--- config.mk ---
export PLATFORM = sky130hd
export DESIGN_NAME = seg7_scan_rx
export DESIGN_NICKNAME = d
export VERILOG_FILES = /design/src/rtl/seg7_scan_rx.sv
export SDC_FILE = /design/constraint.sdc
export NUM_CORES = 1
export LEC_CHECK = 0
export CAP_MARGIN = 20
export CORE_ASPECT_RATIO = 0.6
export CORE_MARGIN = 2
export CORE_UTILIZATION = 54
export DETAILED_ROUTE_END_ITERATION = 6
export PLACE_DENSITY_LB_ADDON = 0.08
export SYNTH_ARGS = -nofsm -noshare
export SYNTH_HDL_FRONTEND = slang
export SYNTH_SLANG_ARGS = --single-unit
--- constraint.sdc ---
create_clock -name clk -period 2.61 [get_ports clk]
set_input_delay 0.3915 -clock clk [delete_from_list [all_inputs] [get_ports clk]]
set_output_delay 0.3915 -clock clk [all_outputs]
set_load 0.05 [all_outputs]
--- src/rtl/seg7_scan_rx.sv ---
// Display-bus monitor: samples a multiplexed 7-segment scan, rejects unsettled values
// and reassembles every complete scan into a frame of decoded hex digits.
module seg7_scan_rx #(
  parameter int N_DIGITS = 8,
  parameter int SETTLE   = 3
) (
  input  logic                  clk,
  input  logic                  rst,
  input  logic [N_DIGITS-1:0]   seg7_sel,
  input  logic [7:0]            seg7,
  input  logic                  clr_err,
  output logic [4*N_DIGITS-1:0] digits,
  output logic [N_DIGITS-1:0]   dp,
  output logic [N_DIGITS-1:0]   blank,
  output logic                  frame_valid,
  output logic                  err_pattern,
  output logic                  err_sel
);
  localparam logic [3:0] SETTLE_C = 4'(SETTLE);

  typedef enum logic [1:0] {S_IDLE, S_WAIT, S_HOLD} state_t;

  state_t                state_q;
  logic [N_DIGITS-1:0]   s_sel_q;
  logic [7:0]            s_seg_q;
  logic [3:0]            stab_q;
  logic                  chg_q;
  logic [4*N_DIGITS-1:0] digits_q;
  logic [N_DIGITS-1:0]   dp_q;
  logic [N_DIGITS-1:0]   blank_q;
  logic                  frame_valid_q;
  logic                  err_pattern_q;
  logic                  err_sel_q;

  logic [4*N_DIGITS-1:0] nib_sh;
  logic [N_DIGITS-1:0]   dp_sh;
  logic [N_DIGITS-1:0]   blank_sh;
  logic [N_DIGITS-1:0]   seen_vec;

  logic                  eval_go;
  logic                  sel_zero;
  logic                  sel_onehot;
  logic                  cap_go;
  logic                  frame_done;
  logic [3:0]            dec_nib_d;
  logic                  dec_ok_d;
  logic                  dec_blank_d;

  // stab_q counts how many consecutive identical samples s_*_q has been; chg_q flags a fresh value
  always_ff @(posedge clk) begin
    if (rst) begin
      s_sel_q <= '0;
      s_seg_q <= '0;
      stab_q  <= '0;
      chg_q   <= 1'b0;
    end else begin
      s_sel_q <= seg7_sel;
      s_seg_q <= seg7;
      if ({seg7_sel, seg7} == {s_sel_q, s_seg_q}) begin
        chg_q <= 1'b0;
        if (stab_q != SETTLE_C) stab_q <= stab_q + 4'd1;
      end else begin
        chg_q  <= 1'b1;
        stab_q <= 4'd1;
      end
    end
  end

  assign sel_zero   = (s_sel_q == '0);
  assign sel_onehot = !sel_zero && ((s_sel_q & (s_sel_q - N_DIGITS'(1))) == '0);
  assign eval_go    = (state_q == S_WAIT) && (stab_q == SETTLE_C);
  assign cap_go     = eval_go && sel_onehot;
  assign frame_done = &seen_vec;

  always_comb begin
    dec_nib_d   = 4'h0;
    dec_ok_d    = 1'b1;
    dec_blank_d = (s_seg_q[6:0] == 7'h00);
    case (s_seg_q[6:0])
      7'h3F:   dec_nib_d = 4'h0;
      7'h06:   dec_nib_d = 4'h1;
      7'h5B:   dec_nib_d = 4'h2;
      7'h4F:   dec_nib_d = 4'h3;
      7'h66:   dec_nib_d = 4'h4;
      7'h6D:   dec_nib_d = 4'h5;
      7'h7D:   dec_nib_d = 4'h6;
      7'h07:   dec_nib_d = 4'h7;
      7'h7F:   dec_nib_d = 4'h8;
      7'h6F:   dec_nib_d = 4'h9;
      7'h77:   dec_nib_d = 4'hA;
      7'h7C:   dec_nib_d = 4'hB;
      7'h39:   dec_nib_d = 4'hC;
      7'h5E:   dec_nib_d = 4'hD;
      7'h79:   dec_nib_d = 4'hE;
      7'h71:   dec_nib_d = 4'hF;
      7'h00:   dec_nib_d = 4'h0;
      default: dec_ok_d  = 1'b0;
    endcase
  end

  // Per-digit shadow: a capture always wins over the frame-complete clear of seen
  for (genvar gi = 0; gi < N_DIGITS; gi++) begin : g_digit
    logic [3:0] nib_q;
    logic       dp_sh_q;
    logic       blank_sh_q;
    logic       seen_q;

    always_ff @(posedge clk) begin
      if (rst) begin
        nib_q      <= 4'h0;
        dp_sh_q    <= 1'b0;
        blank_sh_q <= 1'b0;
        seen_q     <= 1'b0;
      end else if (cap_go && s_sel_q[gi]) begin
        nib_q      <= dec_nib_d;
        dp_sh_q    <= s_seg_q[7];
        blank_sh_q <= dec_blank_d;
        seen_q     <= 1'b1;
      end else if (frame_done) begin
        seen_q     <= 1'b0;
      end
    end

    assign nib_sh[4*gi +: 4] = nib_q;
    assign dp_sh[gi]         = dp_sh_q;
    assign blank_sh[gi]      = blank_sh_q;
    assign seen_vec[gi]      = seen_q;
  end

  always_ff @(posedge clk) begin
    if (rst) begin
      state_q       <= S_IDLE;
      digits_q      <= '0;
      dp_q          <= '0;
      blank_q       <= '0;
      frame_valid_q <= 1'b0;
      err_pattern_q <= 1'b0;
      err_sel_q     <= 1'b0;
    end else begin
      frame_valid_q <= 1'b0;
      if (frame_done) begin
        digits_q      <= nib_sh;
        dp_q          <= dp_sh;
        blank_q       <= blank_sh;
        frame_valid_q <= 1'b1;
      end
      case (state_q)
        S_IDLE:  if (!sel_zero) state_q <= S_WAIT;
        S_WAIT:  if (stab_q == SETTLE_C) state_q <= S_HOLD;
        S_HOLD:  if (chg_q) state_q <= sel_zero ? S_IDLE : S_WAIT;
        default: state_q <= S_IDLE;
      endcase
      // A new error in the same cycle as clr_err keeps the flag set
      err_pattern_q <= (err_pattern_q & ~clr_err) | (cap_go & ~dec_ok_d);
      err_sel_q     <= (err_sel_q & ~clr_err) | (eval_go & ~sel_zero & ~sel_onehot);
    end
  end

  assign digits      = digits_q;
  assign dp          = dp_q;
  assign blank       = blank_q;
  assign frame_valid = frame_valid_q;
  assign err_pattern = err_pattern_q;
  assign err_sel     = err_sel_q;
endmodule

==> impl_metrics.tcl <==
set metrics [dict create \
    coreArea_um2 9260 \
    clock_skew_ns 0.00839 \
    finalCriticalPeriod_ns 2.26 \
    use_met1_pct 36.8 \
    hpwl_mm 7.91 \
    cts.sinks 130 \
    layout_commonest_cell "dfxtp_1" \
    grt_max_degree 70 \
    clk_path_buf_depth 2 \
    post-cts-setup-buffers 0 \
    slew_viol_final 0 \
    startpoint "s_sel_q[3]" \
    synth_warnings 0 \
    num_vias 4225 \
    drive_gt1_share_pct 10.0 \
    antenna_cells 0 \
    p_sw_share_pct 22.6 \
    tns_ns 0 \
    synth_edf_count 0 \
    crit_fanout 12 \
    cp.arrival_ns 2.54 \
    holdBufCountCts 0 \
    hold_viol_final 0 \
    die_h_um 80.0 \
    p_per_area_nw_per_um2 689 \
    htreeDepth 4 \
    wl_mm 12.2 \
    hp-start "digits[29]" \
    clock-root-buffer "clkbuf_16" \
    critPathLaunchType "flop" \
    fp-row-count 27 \
    io_pins 70 \
    ys_seq_area_share_pct 50.1 \
    reg2reg_slack_ns 0.35 \
    areaGrowthSynthToFinish_pct 24.5 \
    grt_pass1_wl_mm 19.7 \
    async_flop_share_pct 0 \
    cts_tree "built" \
    power_frac_seq_pct 45.7 \
    io_buffers 69 \
    postSynthCellCount 580 \
    ant_nets 0 \
    antenna_found_initial 0 \
    drc 0 \
    mostFrequentLayoutCells "dfxtp_1, nand2_1, clkdlybuf4s50_1" \
    post_drt_wl_per_cell_um 15.7 \
    endpoint_kind "flop" \
    vias_per_cell 5.44 \
    power.switching_mw 1.01 \
    gr-usage-met2_pct 34.4 \
    pwr-share-comb_pct 4.0 \
    drt_iter0_drc 429 \
    syn-num-nets 600 \
    vdd_drop_max_uv 445 \
    maxCapViolCount 0 \
    r2r-end "g_digit[2].dp_sh_q" \
    required_ns 2.89 \
    crit_type "reg -> reg" \
    die_w_um 131 \
    r2r_start "s_sel_q[3]" \
    grt_pass1_vias 3891 \
    synth_area_um2 5190 \
    rsz0062_at_grt "no" \
    clkLatencyLatePin_ns 0.41 \
    period_share_pct 86.6 \
    fmax_mhz 442 \
    intPower_mw 3.45 \
    use_met3_pct 5.09 \
    setup_viol 0 \
    cts_made_buffers 17 \
    ys_types 47 \
    groute.usage.overall_pct 24.5 \
    clk_pin_slew_ns 0.06 \
    dieArea_um2 10400 \
    r2r.worst_path.cells 6 \
    firstDrtPassIters 5 \
    status "finished clean" \
    worstSetupEndpoint "g_digit[2].dp_sh_q" \
    gp_congestion 0.822 \
    slew_headroom_pct 49.7 \
    synth-seq-cells 130 \
    clkPwrFrac_pct 50.2 \
    p_leak_nw 2.22 \
    start_util_pct 56.1 \
    hp-class "reg -> reg" \
    nets 654 \
    cts_resized 0 \
    grt_overflow_total 0 \
    synth.avg_cell_area_um2 8.95 \
    power_mw 4.45 \
    synthFlopType "dfxtp_1" \
    worst_pin_slew_ns 0.752 \
    grt-busiest-layer "met1" \
]
per-layer routing:
layer	vias up	wire, um
met5	-	0
met4	0	132
met2	94	5110
met1	2013	6370
met3	13	591
li1	2105	-
synth_stat cells (2+ instances only):
cell type	count	area share, %
o211ai_2	8	1.9
nand2b_1	5	0.60
or4_1	2	0.29
buf_1	2	0.14
nor2_1	28	2.0
inv_1	4	0.29
nand4b_1	4	0.67
nand4_1	8	0.96
a32oi_1	2	0.34
mux2i_1	9	1.7
nand2_1	111	8.0
nor4_1	4	0.48
o21ai_0	5	0.48
dfxtp_1	130	50
nor3_1	2	0.19
buf_2	7	0.67
nand3b_1	42	6.1
nand3_1	6	0.58
a21oi_1	61	5.9
buf_6	9	2.0
o21ai_2	8	1.3
xor2_1	3	0.51
nor3b_1	3	0.43
o21ai_1	32	3.1
xnor2_1	17	2.9
a211oi_1	3	0.43
o21bai_1	3	0.43
a31oi_1	2	0.24
nor2b_1	17	2.0
clkbuf_1	26	1.9
worst max-delay path, stage by stage, from the launching register on:
cell and delay, ns:
dfxtp_1 0.48, nor4_4 0.13, nand4b_1 0.14, nand4_2 0.33, o211ai_2 0.75, mux2i_1 0.26, nor2_1 0.05
state kept, by name, summed over array words and instances, names as in the netlist:
name	flops
blank	8
chg_q	1
digits	32
dp	8
err_pattern	1
err_sel	1
frame_valid	1
g_digit.blank_sh_q	8
g_digit.dp_sh_q	8
g_digit.nib_q	32
g_digit.seen_q	8
s_seg_q	8
s_sel_q	8
stab_q	4
state_q	2
power by group through the flow:
stage	Sequential, mW	Clock [mW]	Combinational (mW)
5_1_grt	2.04	2.36	0.196
6_report	2.04	2.24	0.180
2_1_floorplan	2.06	0	0.134
3_5_place_dp	2.08	0	0.178
3_3_place_gp	2.08	0	0.175
4_1_cts	2.04	2.27	0.180
stage by stage:
stage | cells | hold WS (ns) | setup WS [ns] | utilization (%) | area, um2
2_1_floorplan | 580 | 0.432 | 0.661 | - | 5190
3_3_place_gp | 745 | 0.437 | 0.263 | 63.7 | 5900
3_5_place_dp | 745 | 0.443 | 0.346 | 63.7 | 5900
4_1_cts | 777 | 0.453 | 0.375 | 69.8 | 6460
5_1_grt | 777 | 0.470 | 0.180 | 69.8 | 6460
6_report | 777 | 0.450 | 0.350 | 69.8 | 6460
final cells by class:
type	instances	area, um2
Sequential cell	130	2600
Fill cell	708	2790
Timing Repair Buffer	79	776
Inverter	4	15.0
Clock buffer	20	457
Multi-Input combinational cell	402	2340
Clock inverter	12	109
Tap cell	130	163
logic make-up after synthesis:
group / after synthesis / synth area share [%]
AO/OA/AOI/OAI: 130 / 15.2
buffers and inverters: 48 / 4.94
multiplexers: 9 / 1.73
AND/OR/NAND/NOR: 242 / 24.5
XOR/XNOR: 20 / 3.37
adder cells (fa/ha/maj): 1 / 0.241
flip-flops: 130 / 50.1
worst min path at each step:
| stage | end | cells past startpoint |
|---|---|---|
| 2_1_floorplan | dp[0] | 2 |
| 3_3_place_gp | dp[5] | 2 |
| 3_5_place_dp | dp[4] | 2 |
| 4_1_cts | dp[4] | 2 |
| 5_1_grt | digits[17] | 2 |
| 6_report | digits[29] | 2 |
Note: power is estimated with default switching activity, not from simulation.
